[config.mk]
export PLATFORM = sky130hd
export DESIGN_NAME = multicycle_ctrl
export DESIGN_NICKNAME = d
export VERILOG_FILES = /design/src/rtl/ctrl_pkg.sv /design/src/rtl/ctrl_outdec.sv /design/src/rtl/multicycle_ctrl.sv
export SDC_FILE = /design/constraint.sdc
export NUM_CORES = 1
export LEC_CHECK = 0
export ABC_AREA = 1
export BUFFER_PORTS_ARGS = -buffer_cell sky130_fd_sc_hd__buf_2
export CAP_MARGIN = 20
export CORE_MARGIN = 4
export CORE_UTILIZATION = 45
export CTS_CLUSTER_SIZE = 28
export DETAILED_ROUTE_END_ITERATION = 16
export GPL_ROUTABILITY_DRIVEN = 0
export HOLD_SLACK_MARGIN = 0.06
export PLACE_DENSITY = 0.78
export RECOVER_POWER = 25
export SKIP_CTS_REPAIR_TIMING = 1
export SLEW_MARGIN = 10
export SYNTH_ARGS = -nofsm -noshare
export SYNTH_HDL_FRONTEND = slang
export SYNTH_HIERARCHICAL = 1
export SYNTH_SLANG_ARGS = --single-unit
[constraint.sdc]
create_clock -name clk -period 1.4 [get_ports clk]
set_clock_uncertainty 0.05 [all_clocks]
set_input_delay 0 -clock clk [delete_from_list [all_inputs] [get_ports clk]]
set_output_delay 0 -clock clk [all_outputs]
set_load 0.02 [all_outputs]
[src/rtl/ctrl_pkg.sv]
// ctrl_pkg -- shared definitions for the multicycle controller.
//   state_t     : controller FSM states
//   OP_*        : instruction opcode field values
//   ALU_*       : alucontrol function codes
//   SRCB_*, PCSRC_*, REGDST_*, MTR_* : datapath mux select encodings
//   ctrl_out_t  : bundle of every controller output, produced by ctrl_outdec
package ctrl_pkg;

  typedef enum logic [3:0] {
    S_FETCH  = 4'd0,
    S_DECODE = 4'd1,
    S_REXEC  = 4'd2,
    S_ALUWB  = 4'd3,
    S_IEXEC  = 4'd4,
    S_IWB    = 4'd5,
    S_MEMADR = 4'd6,
    S_MEMRD  = 4'd7,
    S_MEMWB  = 4'd8,
    S_MEMWR  = 4'd9,
    S_BRANCH = 4'd10,
    S_JUMP   = 4'd11,
    S_JR     = 4'd12,
    S_JAL    = 4'd13,
    S_FAULT  = 4'd14
  } state_t;

  // Opcodes
  localparam logic [3:0] OP_ADD  = 4'b0000;
  localparam logic [3:0] OP_SUB  = 4'b0001;
  localparam logic [3:0] OP_AND  = 4'b0010;
  localparam logic [3:0] OP_OR   = 4'b0011;
  localparam logic [3:0] OP_R4   = 4'b0100;
  localparam logic [3:0] OP_JR   = 4'b0101;
  localparam logic [3:0] OP_R6   = 4'b0110;
  localparam logic [3:0] OP_R7   = 4'b0111;
  localparam logic [3:0] OP_SLT  = 4'b1000;
  localparam logic [3:0] OP_ADDI = 4'b1001;
  localparam logic [3:0] OP_SUBI = 4'b1010;
  localparam logic [3:0] OP_BEQ  = 4'b1011;
  localparam logic [3:0] OP_LW   = 4'b1100;
  localparam logic [3:0] OP_SW   = 4'b1101;
  localparam logic [3:0] OP_J    = 4'b1110;
  localparam logic [3:0] OP_JAL  = 4'b1111;

  // ALU function codes
  localparam logic [2:0] ALU_ADD = 3'b010;
  localparam logic [2:0] ALU_SUB = 3'b110;
  localparam logic [2:0] ALU_AND = 3'b000;
  localparam logic [2:0] ALU_OR  = 3'b001;
  localparam logic [2:0] ALU_SLT = 3'b111;

  // ALU B-operand select
  localparam logic [1:0] SRCB_REG = 2'b00;
  localparam logic [1:0] SRCB_TWO = 2'b01;
  localparam logic [1:0] SRCB_IMM = 2'b10;
  localparam logic [1:0] SRCB_OFF = 2'b11;

  // PC source select
  localparam logic [1:0] PCSRC_ALU    = 2'b00;
  localparam logic [1:0] PCSRC_ALUOUT = 2'b01;
  localparam logic [1:0] PCSRC_JUMP   = 2'b10;
  localparam logic [1:0] PCSRC_REG    = 2'b11;

  // Register destination select
  localparam logic [1:0] REGDST_RT   = 2'b00;
  localparam logic [1:0] REGDST_RD   = 2'b01;
  localparam logic [1:0] REGDST_LINK = 2'b10;

  // Register write-data select
  localparam logic [1:0] MTR_ALU = 2'b00;
  localparam logic [1:0] MTR_MEM = 2'b01;
  localparam logic [1:0] MTR_PC  = 2'b10;

  typedef struct packed {
    logic       pcwrite;
    logic       irwrite;
    logic       regwrite;
    logic       memwrite;
    logic       iord;
    logic       alusrca;
    logic [1:0] alusrcb;
    logic [1:0] pcsrc;
    logic [1:0] regdst;
    logic [1:0] memtoreg;
    logic [2:0] alucontrol;
    logic       instr_done;
    logic       fault;
  } ctrl_out_t;

  // States that wait on mem_ready and are guarded by the timeout counter.
  function automatic logic is_wait_state(input state_t s);
    return (s == S_FETCH) || (s == S_MEMRD) || (s == S_MEMWR);
  endfunction

  // ALU function for register-register instructions.
  function automatic logic [2:0] rexec_alu(input logic [3:0] op);
    case (op)
      OP_SUB:  return ALU_SUB;
      OP_AND:  return ALU_AND;
      OP_OR:   return ALU_OR;
      OP_SLT:  return ALU_SLT;
      default: return ALU_ADD;
    endcase
  endfunction

endpackage

[src/rtl/ctrl_outdec.sv]
// ctrl_outdec -- combinational output decoder for the multicycle controller.
// Ports:
//   i_state     : current FSM state
//   i_opcode    : instruction opcode (selects ALU function in execute states)
//   i_zero      : ALU zero flag (branch decision)
//   i_mem_ready : memory access completes this cycle
//   o_ctrl      : all controller outputs; anything a state does not drive is 0
module ctrl_outdec
  import ctrl_pkg::*;
(
  input  state_t      i_state,
  input  logic [3:0]  i_opcode,
  input  logic        i_zero,
  input  logic        i_mem_ready,
  output ctrl_out_t   o_ctrl
);

  always_comb begin
    o_ctrl = '0;
    case (i_state)
      S_FETCH: begin
        o_ctrl.alusrcb    = SRCB_TWO;
        o_ctrl.alucontrol = ALU_ADD;
        o_ctrl.pcsrc      = PCSRC_ALU;
        // Instruction and PC+2 are only captured once the fetch completes.
        o_ctrl.irwrite    = i_mem_ready;
        o_ctrl.pcwrite    = i_mem_ready;
      end
      S_DECODE: begin
        o_ctrl.alusrcb    = SRCB_OFF;
        o_ctrl.alucontrol = ALU_ADD;
      end
      S_REXEC: begin
        o_ctrl.alusrca    = 1'b1;
        o_ctrl.alusrcb    = SRCB_REG;
        o_ctrl.alucontrol = rexec_alu(i_opcode);
      end
      S_ALUWB: begin
        o_ctrl.regdst     = REGDST_RD;
        o_ctrl.memtoreg   = MTR_ALU;
        o_ctrl.regwrite   = 1'b1;
        o_ctrl.instr_done = 1'b1;
      end
      S_IEXEC: begin
        o_ctrl.alusrca    = 1'b1;
        o_ctrl.alusrcb    = SRCB_IMM;
        o_ctrl.alucontrol = (i_opcode == OP_SUBI) ? ALU_SUB : ALU_ADD;
      end
      S_IWB: begin
        o_ctrl.regdst     = REGDST_RT;
        o_ctrl.memtoreg   = MTR_ALU;
        o_ctrl.regwrite   = 1'b1;
        o_ctrl.instr_done = 1'b1;
      end
      S_MEMADR: begin
        o_ctrl.alusrca    = 1'b1;
        o_ctrl.alusrcb    = SRCB_IMM;
        o_ctrl.alucontrol = ALU_ADD;
      end
      S_MEMRD: begin
        o_ctrl.iord = 1'b1;
      end
      S_MEMWB: begin
        o_ctrl.regdst     = REGDST_RT;
        o_ctrl.memtoreg   = MTR_MEM;
        o_ctrl.regwrite   = 1'b1;
        o_ctrl.instr_done = 1'b1;
      end
      S_MEMWR: begin
        o_ctrl.iord       = 1'b1;
        o_ctrl.memwrite   = 1'b1;
        // The store retires in the cycle memory accepts it.
        o_ctrl.instr_done = i_mem_ready;
      end
      S_BRANCH: begin
        o_ctrl.alusrca    = 1'b1;
        o_ctrl.alusrcb    = SRCB_REG;
        o_ctrl.alucontrol = ALU_SUB;
        o_ctrl.pcsrc      = PCSRC_ALUOUT;
        o_ctrl.pcwrite    = i_zero;
        o_ctrl.instr_done = 1'b1;
      end
      S_JUMP: begin
        o_ctrl.pcsrc      = PCSRC_JUMP;
        o_ctrl.pcwrite    = 1'b1;
        o_ctrl.instr_done = 1'b1;
      end
      S_JR: begin
        o_ctrl.pcsrc      = PCSRC_REG;
        o_ctrl.pcwrite    = 1'b1;
        o_ctrl.instr_done = 1'b1;
      end
      S_JAL: begin
        o_ctrl.pcsrc      = PCSRC_JUMP;
        o_ctrl.pcwrite    = 1'b1;
        o_ctrl.regdst     = REGDST_LINK;
        o_ctrl.memtoreg   = MTR_PC;
        o_ctrl.regwrite   = 1'b1;
        o_ctrl.instr_done = 1'b1;
      end
      S_FAULT: begin
        o_ctrl.fault = 1'b1;
      end
      default: o_ctrl = '0;
    endcase
  end

endmodule

[src/rtl/multicycle_ctrl.sv]
// multicycle_ctrl -- multicycle processor control FSM with memory-wait timeout.
// Parameter:
//   WAIT_LIMIT : cycles a state may wait on mem_ready before entering FAULT
// Ports:
//   clk, reset          : rising-edge clock, asynchronous active-high reset
//   opcode, zero        : instruction opcode field, ALU zero flag
//   mem_ready           : memory completes the current access this cycle
//   pcwrite, irwrite, regwrite, memwrite, iord, alusrca : datapath strobes/selects
//   alusrcb, pcsrc, regdst, memtoreg : 2-bit mux selects
//   alucontrol          : ALU function
//   instr_done          : one-cycle pulse when an instruction retires
//   fault               : sticky memory-timeout flag, cleared only by reset
module multicycle_ctrl
  import ctrl_pkg::*;
#(
  parameter int WAIT_LIMIT = 15
) (
  input  logic       clk,
  input  logic       reset,
  input  logic [3:0] opcode,
  input  logic       zero,
  input  logic       mem_ready,
  output logic       pcwrite,
  output logic       irwrite,
  output logic       regwrite,
  output logic       memwrite,
  output logic       iord,
  output logic       alusrca,
  output logic [1:0] alusrcb,
  output logic [1:0] pcsrc,
  output logic [1:0] regdst,
  output logic [1:0] memtoreg,
  output logic [2:0] alucontrol,
  output logic       instr_done,
  output logic       fault
);

  localparam int CNT_W = (WAIT_LIMIT < 1) ? 1 : $clog2(WAIT_LIMIT + 1);
  localparam logic [CNT_W-1:0] CNT_MAX   = CNT_W'(WAIT_LIMIT);
  localparam logic [CNT_W-1:0] CNT_FINAL = CNT_W'(WAIT_LIMIT - 1);

  state_t           r_state;
  state_t           w_next;
  logic [CNT_W-1:0] r_cnt;
  logic             w_waiting;
  logic             w_timeout;
  ctrl_out_t        w_ctrl;

  // Timeout fires in the cycle the counter would reach WAIT_LIMIT;
  // mem_ready in that same cycle takes priority.
  assign w_waiting = is_wait_state(r_state);
  assign w_timeout = w_waiting && !mem_ready && (r_cnt == CNT_FINAL);

  always_ff @(posedge clk or posedge reset) begin
    if (reset) r_state <= S_FETCH;
    else       r_state <= w_next;
  end

  always_comb begin
    w_next = r_state;
    case (r_state)
      S_FETCH: begin
        if (mem_ready)      w_next = S_DECODE;
        else if (w_timeout) w_next = S_FAULT;
      end
      S_DECODE: begin
        case (opcode)
          OP_ADD, OP_SUB, OP_AND, OP_OR, OP_R4,
          OP_R6, OP_R7, OP_SLT:  w_next = S_REXEC;
          OP_ADDI, OP_SUBI:      w_next = S_IEXEC;
          OP_BEQ:                w_next = S_BRANCH;
          OP_LW, OP_SW:          w_next = S_MEMADR;
          OP_JR:                 w_next = S_JR;
          OP_J:                  w_next = S_JUMP;
          OP_JAL:                w_next = S_JAL;
          default:               w_next = S_FETCH;
        endcase
      end
      S_REXEC:  w_next = S_ALUWB;
      S_IEXEC:  w_next = S_IWB;
      S_MEMADR: w_next = (opcode == OP_SW) ? S_MEMWR : S_MEMRD;
      S_MEMRD: begin
        if (mem_ready)      w_next = S_MEMWB;
        else if (w_timeout) w_next = S_FAULT;
      end
      S_MEMWR: begin
        if (mem_ready)      w_next = S_FETCH;
        else if (w_timeout) w_next = S_FAULT;
      end
      S_ALUWB, S_IWB, S_MEMWB,
      S_BRANCH, S_JUMP, S_JR, S_JAL: w_next = S_FETCH;
      S_FAULT:  w_next = S_FAULT;
      default:  w_next = S_FETCH;
    endcase
  end

  // Wait counter: zero whenever a wait state is entered (or left),
  // counts cycles spent in a wait state without mem_ready.
  always_ff @(posedge clk or posedge reset) begin
    if (reset) begin
      r_cnt <= '0;
    end else if (w_waiting && (w_next == r_state)) begin
      if (!mem_ready && (r_cnt != CNT_MAX)) r_cnt <= r_cnt + 1'b1;
    end else begin
      r_cnt <= '0;
    end
  end

  ctrl_outdec u_outdec (
    .i_state     (r_state),
    .i_opcode    (opcode),
    .i_zero      (zero),
    .i_mem_ready (mem_ready),
    .o_ctrl      (w_ctrl)
  );

  // State sits at FETCH during reset, where pcwrite/irwrite follow
  // mem_ready; the write strobes are masked so nothing commits under reset.
  assign pcwrite    = w_ctrl.pcwrite    & ~reset;
  assign irwrite    = w_ctrl.irwrite    & ~reset;
  assign regwrite   = w_ctrl.regwrite   & ~reset;
  assign memwrite   = w_ctrl.memwrite   & ~reset;
  assign instr_done = w_ctrl.instr_done & ~reset;
  assign iord       = w_ctrl.iord;
  assign alusrca    = w_ctrl.alusrca;
  assign alusrcb    = w_ctrl.alusrcb;
  assign pcsrc      = w_ctrl.pcsrc;
  assign regdst     = w_ctrl.regdst;
  assign memtoreg   = w_ctrl.memtoreg;
  assign alucontrol = w_ctrl.alucontrol;
  assign fault      = w_ctrl.fault;

endmodule

==> impl_metrics.tcl, run 1 <==
set metrics [dict create \
    core_um2 2280 \
    dp_hpwl_um 2260 \
    finalNetCount 268 \
    timing.final.crit_period_ps 1790 \
    final_design_utilization 0.787 \
    critPathMaxFanout 6 \
    max_stage_delay_ps 460 \
    power_leakage_nw 0.992 \
    clk_root_buffer_cell "clkbuf_4" \
    postRouteWirelength_um 3640 \
    post-synth-top-area-fraction 0.180 \
    post_synthesis_net_count 205 \
    number_of_clock_sinks 8 \
    vdd_drop_max_v 0.00157 \
    grt_start_max_net_pins 10 \
    maxCapViolations 0 \
    synthTopCellsByArea "dfrtp_1, nand2_1, inv_1" \
    synth_sequential_area_ratio 0.180 \
    clkLatencyLatePin_ps 260 \
    grt_pass1_vias 1186 \
    n_fill_cell 163 \
    crit_path_start "r_state[1]" \
    worst_path_max_delay_cell "dfrtp_2" \
    chipWidth_um 57.7 \
    max-slew-margin-rel 0.794 \
    timing.fmax_mhz 558 \
    timing.hold.worst.class "input pin to register" \
    mean_cell_area_of_the_mapped_netlist_um2 5.79 \
    worst_slack_ps -393 \
    routed_wire_length_per_instance_um 12.9 \
    antenna-diode-count 0 \
    final_layout_size_suffix_gt1_frac 0.480 \
    endpoint_kind "register" \
    worst_path_dominant_cell_family "simple AND/OR/NAND/NOR gates" \
    critical_path.reg2reg.startpoint "r_state[1]" \
    hold_viol_final 0 \
    syn_inst 192 \
    cts.htree.levels 1 \
    numCtsBuffers 3 \
    startpoint_type "register" \
    violations "setup timing" \
    effective_utilization_at_floorplan 0.488 \
    area_delta_synth_final_pct 61.3 \
    antenna_left 0 \
    grt_residual_overflow 0 \
    grt_util_all_layers 0.169 \
    floorplan.rows 17 \
    antenna_found_initial 0 \
    rsz0062_at_grt "true" \
    worstHoldStart "mem_ready" \
    outcome "finished, violations left" \
    power_density_nw_per_um2 2110 \
    setup_viol 21 \
    arrival_ps 1930 \
    avgViaCountPerCell 5.17 \
    cp.required_ps 1540 \
    place.port_buffers 26 \
    dp_slack_ps -106 \
    floorplan.io_pins 27 \
    timing_worst_setup_path_type "register to register" \
    post-synth-top-area-cell "dfrtp_1" \
    worstMarginPinSlew_ps 309 \
    cts_buffer_depth 2 \
    finalMaxSlewViolations 0 \
    drtIter0Drc 59 \
    height_of_the_die_um 57.7 \
    remaining_drcs 0 \
    area_of_the_die_um2 3330 \
    dr_pass1_iterations 4 \
    critical_path_buf_inv_count 1 \
    crit_path_cell_trace "buf_4 -> nor2_2 -> nand2_2 -> nand3_2 -> nand3_1 -> nand2_1 -> nor2_1 -> nor2_2 -> nand3_4 -> nor2_1" \
    finalSetupTns_ps -4060 \
    clk_pin_slew_ps 60 \
    post_synth_instance_area_um2 1110 \
    min_period_over_period 1.28 \
    synth_cell_type_count 26 \
    yosys_warnings 6 \
    global_route_wire_length_before_repair_um 4690 \
    ys_seq_elements 8 \
    cts_tree "built" \
    total_power_w 0.00379 \
    num_vias 1457 \
]
==> routing by layer <==
layer	GRT usage	wire length, um	share of wire	up-vias
met5	0	0	0	-
met4	0.0364	85	0.023	0
met3	0.0267	187	0.051	10
met2	0.265	1770	0.49	51
met1	0.243	1600	0.44	665
li1	-	-	-	731
==> cell type report <==
class,instances,area (um2),share of cell area
sequential,8,205,0.115
multi-input combinational,143,900,0.502
tap,28,35.0,0.0196
inverter,40,158,0.0880
clock buffer,4,26.3,0.0147
timing repair buffer,59,468,0.261
==> synth_stat cells <==
| cell | instances |
|---|---|
| o22ai_1 | 2 |
| inv_2 | 6 |
| o31ai_1 | 1 |
| nand2_1 | 42 |
| dfrtp_1 | 8 |
| nor2_1 | 30 |
| buf_4 | 1 |
| nand4_1 | 4 |
| nor3_1 | 4 |
| nand2_2 | 7 |
| a21oi_2 | 1 |
| inv_1 | 34 |
| a31oi_1 | 1 |
| xnor2_1 | 1 |
| nor3_2 | 2 |
| o21ai_1 | 1 |
| nand3_1 | 18 |
| o21ai_0 | 4 |
| ha_1 | 5 |
| a211oi_1 | 1 |
| xor2_1 | 2 |
| a21boi_2 | 1 |
| o21ai_2 | 1 |
| o211ai_1 | 2 |
| nor2_2 | 10 |
| nand3_2 | 3 |
==> logic make-up after synthesis <==
logic type	share of synthesized area
AO/OA/AOI/OAI	0.0923
XOR/XNOR	0.0237
adder cells (fa/ha/maj)	0.0563
buffers and inverters	0.142
flip-flops	0.180
AND/OR/NAND/NOR	0.506
==> worst min-delay path, stage by stage <==
cell and delay, ps:
buf_2 110, nand2_1 70, nand3_1 100, nand2_1 100
==> flip-flops by register name, indices dropped and copies added (netlist names) <==
| register | count |
|---|---|
| r_state | 4 |
| r_cnt | 4 |
==> path summary, 6_finish.rpt <==
path	slack (ps)	end	depth (start not counted)
setup / recovery	-390	r_cnt[0]	10
hold / removal	120	r_state[3]	4
setup reg to reg	-390	r_cnt[0]	10
hold reg to reg	590	r_cnt[3]	2
max in group asynchronous	820	r_state[0]	3
min in group asynchronous	220	r_cnt[2]	3
==> cell usage in the layout, fill, tap and decap left out, drive strengths merged, types with 2 or more instances in the layout <==
cell type | synthesis | final
o211ai | 2 | 2
nand2 | 49 | 49
nand4 | 4 | 4
inv | 40 | 40
xor2 | 2 | 2
dfrtp | 8 | 8
buf | 1 | 58
nor2 | 40 | 40
o21ai | 6 | 6
ha | 5 | 5
o22ai | 2 | 2
nor3 | 6 | 6
clkbuf | 0 | 4
nand3 | 21 | 21
==> stage by stage <==
stage               hold slack [ps]  instance area [um2]  instances
floorplan                      -235                 1130        192
global placement              -46.8                 1430        264
detailed placement            -49.5                 1430        264
CTS                            -325                 1460        268
global route                    138                 1790        282
finish                          121                 1790        282
==> where the power goes <==
group	internal, W	switching (W)
Combinational	0.00139	0.00176
Clock	0.000110	0.0000910
Sequential	0.000309	0.000126
No activity file was read; power rests on OpenSTA's default activity.
==> run 2, diff against run 1 <==
ABC_AREA = unset   (was 1)
SETUP_SLACK_MARGIN = 0.5   (was unset)
==> impl_metrics.tcl, run 2 <==
set metrics [dict create \
    async_set_or_reset_flop_fraction_in_the_synthesized_netlist 1.00 \
    post_synth_instance_area_um2 1110 \
    cts.htree.levels 1 \
    place.port_buffers 26 \
    clk_root_buffer_cell "clkbuf_4" \
    mean_cell_area_of_the_mapped_netlist_um2 7.72 \
    error_message "[ERROR DPL-0038] Utilization greater than 100%, impossible to legalize" \
    outcome "stopped before the end" \
    grt_start_max_net_pins 22 \
    numCtsBuffers 3 \
    dp_slack_ps -558 \
    synth_enable_flop_cells 0 \
    post-synth-top-area-cell "dfrtp_1" \
    synth_sequential_area_ratio 0.180 \
    synth_top_flop_cell "dfrtp_1" \
    cts_buffer_depth 2 \
    post_synthesis_net_count 157 \
    haltStage "global routing (5_1_grt)" \
    floorplan.io_pins 27 \
    syn_inst 144 \
    effective_utilization_at_floorplan 0.489 \
    chipWidth_um 57.7 \
    height_of_the_die_um 57.7 \
    synth.top_cells.by_count "nor2_1, nand2_1, dfrtp_1" \
    number_of_clock_sinks 8 \
    worst-ep-kind "register input" \
    grt_repair_worst_endpoint "r_cnt[2]$_DFFE_PP0P_/D" \
    synthTopCellsByArea "dfrtp_1, ha_1, nor2_1" \
    synth_cell_type_count 52 \
    ys_seq_elements 8 \
    post-synth-top-area-fraction 0.180 \
    synthMostInstantiatedCell "nor2_1" \
    floorplan.rows 17 \
    dp_hpwl_um 2440 \
    yosys_warnings 6 \
]
[run 2: cell count changes after synthesis, moves of 4 or more]
| cell | change |
|---|---|
| nor2_1 | -18 |
| nand2_1 | -32 |
| nand2b_1 | +7 |
| a211oi_1 | +4 |
| nand3_1 | -15 |
| mux2i_1 | +4 |
| buf_4 | +4 |
| a21oi_1 | +6 |
| inv_1 | -27 |
| nor2b_1 | +6 |
| inv_2 | -5 |
| nor2_2 | -9 |
| nand2_2 | -7 |
[run 2: per-stage QoR]
step                std cells  area (um2)  utilization  hold WS, ps  TNS [ps]
CTS                       226        1680        0.738         -231     -7200
detailed placement        222        1650        0.727         43.9     -3470
global placement          222        1650        0.727         30.1     -2820
floorplan                 144        1340            -         -235     -2010
[run 2: cells by family after synthesis]
kind of cell    after synthesis  synth area share
flops                         8             0.180
compound gates               39             0.250
fa+ha+maj                     5            0.0562
xor+xnor                      4            0.0315
mux                           5            0.0461
simple gates                 65             0.343
buf+inv                      18            0.0934
==> run 3, diff against run 2 <==
CORE_UTILIZATION = 30   (was 45)
CTS_CLUSTER_SIZE = unset   (was 28)
HOLD_SLACK_MARGIN = unset   (was 0.06)
PLACE_DENSITY = unset   (was 0.78)
PLACE_DENSITY_LB_ADDON = 0.15   (was unset)
SETUP_SLACK_MARGIN = unset   (was 0.5)
clock period = 1.82 ns   (was 1.4 ns; I/O delays follow)
==> impl_metrics.tcl, run 3 <==
set metrics [dict create \
    endpoint_kind "register" \
    violations "setup timing" \
    avgViaCountPerCell 5.04 \
    async_set_or_reset_flop_fraction_in_the_synthesized_netlist 1.00 \
    synth.top_cells.by_count "nor2_1, nand2_1, dfrtp_1" \
    timing.hold.worst.class "input pin to register" \
    maxCapViolations 0 \
    worst_path_dominant_cell_family "simple AND/OR/NAND/NOR gates" \
    clk_pin_slew_ps 40 \
    clkLatencyLatePin_ps 220 \
    critPathMaxFanout 4 \
    layout.cells.most_common "buf_2" \
    timing_worst_setup_path_type "register to register" \
    worstMarginPinSlew_ps 469 \
    remaining_drcs 0 \
    number_of_clock_sinks 8 \
    floorplan.rows 21 \
    dr_pass1_iterations 4 \
    final_layout_size_suffix_gt1_frac 0.354 \
    clk_root_buffer_cell "clkbuf_8" \
    finalNetCount 193 \
    startpoint_type "register" \
    holdWs_ps 237 \
    instances_no_fill 224 \
    hold_viol_final 0 \
    power_density_nw_per_um2 1370 \
    multiInputGateArea_um2 871 \
    synth_enable_flop_cells 0 \
    finalSetupTns_ps -45.7 \
    max_stage_delay_ps 540 \
    synth_sequential_area_ratio 0.180 \
    post_synth_instance_area_um2 1110 \
    synthMostInstantiatedCell "nor2_1" \
    grt_pass1_vias 1080 \
    synth_cell_type_count 52 \
    area_of_the_die_um2 4750 \
    post_synthesis_net_count 157 \
    antenna_left 0 \
    largest_registers "r_cnt x4, r_state x4" \
    numCtsBuffers 3 \
    antenna-diode-count 0 \
    max-slew-margin-rel 0.686 \
    yosys_warnings 6 \
    post-synth-top-area-cell "dfrtp_1" \
    vdd_drop_max_v 0.000660 \
    global_route_wire_length_before_repair_um 4700 \
    final_design_utilization 0.419 \
    timing.final.crit_period_ps 1850 \
    cp.required_ps 1910 \
    timing.fmax_mhz 541 \
    critical_path_buf_inv_count 1 \
    drtIter0Drc 84 \
    setup_viol 2 \
    worst_path_max_delay_cell "or4_4" \
    power_leakage_nw 0.668 \
    finalMaxSlewViolations 0 \
    floorplan.io_pins 27 \
    worst_slack_ps -27.1 \
    core_um2 3470 \
    rsz0062_at_grt "true" \
    mean_cell_area_of_the_mapped_netlist_um2 7.72 \
    antenna_found_initial 0 \
    num_vias 1130 \
    synth_top_flop_cell "dfrtp_1" \
    dp_hpwl_um 2190 \
    n_fill_cell 375 \
    final_cell_mix "buf_2, nor2_1, buf_4" \
    grt_util_all_layers 0.127 \
    arrival_ps 1940 \
    crit_path_cell_trace "inv_1 -> ha_1 -> and4b_2 -> a2111oi_4 -> or4_4 -> a211oi_2" \
    min_period_over_period 1.01 \
    cts_buffer_depth 2 \
    area_delta_synth_final_pct 30.6 \
    routed_wire_length_per_instance_um 12.3 \
    effective_utilization_at_floorplan 0.321 \
    grt_start_max_net_pins 24 \
    cts_tree "built" \
    placed_cells 219 \
    ff_latch_area_um2 201 \
    cts.htree.levels 1 \
    chipWidth_um 68.9 \
    post-synth-top-area-fraction 0.180 \
    syn_inst 144 \
    grt_residual_overflow 0 \
    synthTopCellsByArea "dfrtp_1, ha_1, nor2_1" \
    postRouteWirelength_um 2760 \
    outcome "finished, violations left" \
    ys_seq_elements 8 \
    height_of_the_die_um 68.9 \
    place.port_buffers 26 \
]
## run 3: kinds of logic (layout without fill, tap and decap cells)
kind of cell | Yosys count | count (layout) | share of synthesized area
and+or+nand+nor | 65 | 65 | 0.343
AOI/OAI and AO/OA | 39 | 39 | 0.250
buffers and inverters | 18 | 52 | 0.0934
DFF | 8 | 8 | 0.180
adders and majority gates | 5 | 5 | 0.0562
muxes | 5 | 5 | 0.0461
xor gates and xnor gates | 4 | 4 | 0.0315
## run 3: worst paths after layout
path / startpoint / to / slack [ps] / cells past startpoint
worst max-delay path: r_cnt[0] / r_cnt[0] / -30 / 6
worst min-delay path: opcode[3] / r_state[3] / 240 / 5
worst max register to register: r_cnt[0] / r_cnt[0] / -30 / 6
worst min register to register: r_state[1] / r_state[3] / 640 / 2
max in group asynchronous: reset / r_state[0] / 1160 / 3
min in group asynchronous: reset / r_cnt[3] / 310 / 3
## run 3: worst min-delay path: stages
cell and delay, ps:
buf_2 140, nand3_1 110, a21oi_1 80, nand2_1 60, o21ai_1 70
## run 3: metal layers
metal	GRT usage	up-vias	part of all wire	wire (um)
met5	0	-	0	0
met4	0.0365	0	0.0069	19
met3	0.0146	2	0.048	132
met2	0.207	21	0.44	1220
met1	0.175	514	0.50	1390
li1	-	593	-	-
## run 3: stage by stage
| step | area [um2] | worst slack [ps] | total power, W |
|---|---|---|---|
| 4_1_cts | 1370 | -73.3 | 0.00184 |
| 3_3_place_gp | 1320 | 14.4 | 0.00162 |
| 2_1_floorplan | 1110 | 3.32 | 0.00129 |
| 6_report | 1450 | -27.1 | 0.00198 |
| 3_5_place_dp | 1320 | -55.7 | 0.00163 |
| 5_1_grt | 1450 | -71.2 | 0.00216 |
## run 3: area by class of cell
class                   instances  area share
clock buffers                   3      0.0284
repair buffers                 41       0.173
well taps                      46      0.0396
flip-flops and latches          8       0.139
multi-input cells             118       0.599
inverters                       8      0.0207
## run 3: where the power goes
part / internal (W) / total (W) / switching, W
Sequential: 0.000229 / 0.000278 / 0.0000487
Combinational: 0.000626 / 0.00150 / 0.000874
Clock: 0.000143 / 0.000205 / 0.0000627
==> run 4, diff against run 3 <==
CAP_MARGIN = unset   (was 20)
clock period = 1.9 ns   (was 1.82 ns; I/O delays follow)
==> impl_metrics.tcl, run 4 (synthesis gave the netlist of run 3 again) <==
set metrics [dict create \
    placed_cells 216 \
    setup_viol 4 \
    drtIter0Drc 85 \
    gr-usage-met2 0.213 \
    timing.final.crit_period_ps 1920 \
    critPathMaxFanout 4 \
    floorplan.rows 21 \
    post_dp_cell_area_um2 1300 \
    global_route.usage.met3 0.0113 \
    timing.fmax_mhz 520 \
    cts.htree.levels 1 \
    area_delta_synth_final_pct 29.7 \
    power.switching_fraction 0.492 \
    cp.required_ps 1980 \
    effective_utilization_at_floorplan 0.321 \
    whs_path_depth 5 \
    worstMarginPinSlew_ps 480 \
    remaining_drcs 0 \
    clkLatencyLatePin_ps 220 \
    power_leakage_nw 0.661 \
    dr_pass1_iterations 4 \
    antenna_found_initial 0 \
    num_vias 1169 \
    worstHoldStart "opcode[3]" \
    p_int_w 0.000977 \
    clk_pin_slew_ps 40 \
    clk_root_buffer_cell "clkbuf_8" \
    max-slew-margin-rel 0.678 \
    grt_most_used_layer "met2" \
    global_route_wire_length_before_repair_um 4790 \
    largest_registers "r_cnt x4, r_state x4" \
    arrival_ps 2010 \
    finalNetCount 193 \
    endpoint_kind "register" \
    vdd_drop_max_v 0.000883 \
    startpoint_type "register" \
    worst_slack_ps -24.5 \
    dp_slack_ps -35.3 \
    core_um2 3470 \
    final_non_filler_cell_area_um2 1440 \
    timing.hold.worst.class "input pin to register" \
    r2r_end "r_cnt[2]" \
    rsz0062_at_grt "true" \
    total_power_w 0.00192 \
    grt_pass1_vias 1045 \
    outcome "finished, violations left" \
    final_layout_size_suffix_gt1_frac 0.348 \
    power_density_nw_per_um2 1330 \
    violations "setup timing" \
    avgViaCountPerCell 5.22 \
    power.share.clock 0.101 \
    chipWidth_um 68.9 \
    timing_worst_setup_path_type "register to register" \
    use_met1 0.177 \
    routed_wire_length_per_instance_um 12.8 \
    antenna-diode-count 0 \
    area_of_the_die_um2 4750 \
    place.port_buffers 26 \
    min_period_over_period 1.01 \
    grt_util_all_layers 0.129 \
    final_cell_mix "buf_2, buf_4, nor2_1" \
    numCtsBuffers 3 \
    min_delay_worst_endpoint "r_state[3]" \
    instances_no_fill 224 \
    antenna_left 0 \
    dp_hpwl_um 2210 \
    critical_path.reg2reg.startpoint "r_cnt[0]" \
    switching_power_w 0.000946 \
    postRouteWirelength_um 2870 \
    maxCapViolations 0 \
    comb_power_share 0.758 \
    reg2reg_slack_ps -20 \
    grt_start_max_net_pins 24 \
    hold_viol_final 0 \
    cts_tree "built" \
    height_of_the_die_um 68.9 \
    floorplan.io_pins 27 \
    grt_residual_overflow 0 \
    layout.cells.most_common "buf_2" \
    final_design_utilization 0.416 \
    finalMaxSlewViolations 0 \
    worst_r2r_path_depth 6 \
    number_of_clock_sinks 8 \
    proportion_of_power_drawn_by_flip_flops_and_latches 0.141 \
    cts_buffer_depth 2 \
]
==> run 4: cell counts in the layout (fill, tap and decap cells not counted) <==
Identical to the previous run, type by type.
==> run 4: final cells by class <==
type	instances	area [um2]
clock buffers	3	41.3
fillers	368	2030
inverters	8	30.0
multi-input cells	118	862
flip-flops and latches	8	201
well taps	46	57.6
repair buffers	41	250
==> run 4: power by group through the flow <==
stage	registers (W)	clock network (W)	logic, W
global route	0.000274	0.000217	0.00162
detailed placement	0.000276	0	0.00128
finish	0.000271	0.000195	0.00146
floorplan	0.000297	0	0.000938
CTS	0.000274	0.000206	0.00129
global placement	0.000274	0	0.00127
==> run 4: worst max path at each step <==
stage	startpoint	to	depth (start not counted)
after CTS	r_cnt[0]	r_cnt[2]	6
after global placement	r_cnt[0]	r_cnt[0]	6
after detailed placement	r_cnt[0]	r_cnt[2]	6
after global routing	r_cnt[0]	r_cnt[2]	6
final	r_cnt[0]	r_cnt[2]	6
after floorplan	r_cnt[0]	r_cnt[0]	6
==> run 4: through the flow <==
| step | hold WS [ps] | TNS [ps] |
|---|---|---|
| after floorplan | -234 | 0 |
| after global placement | -29.4 | 0 |
| after detailed placement | -23.5 | -35.3 |
| after CTS | -265 | -109 |
| after global routing | 267 | -324 |
| final | 250 | -53.8 |
==> run 4: critical path: stages (launching register included) <==
cell       delay [ps]
dfrtp_1           370
inv_1              70
ha_2              180
and4b_2           300
a2111oi_4          70
or4_4             590
a211oi_2          200
==> run 4: metal layers <==
| metal | vias up | wire length, um |
|---|---|---|
| met1 | 552 | 1410 |
| met4 | 0 | 6 |
| met5 | - | 0 |
| met2 | 23 | 1320 |
| met3 | 2 | 138 |
| li1 | 592 | - |
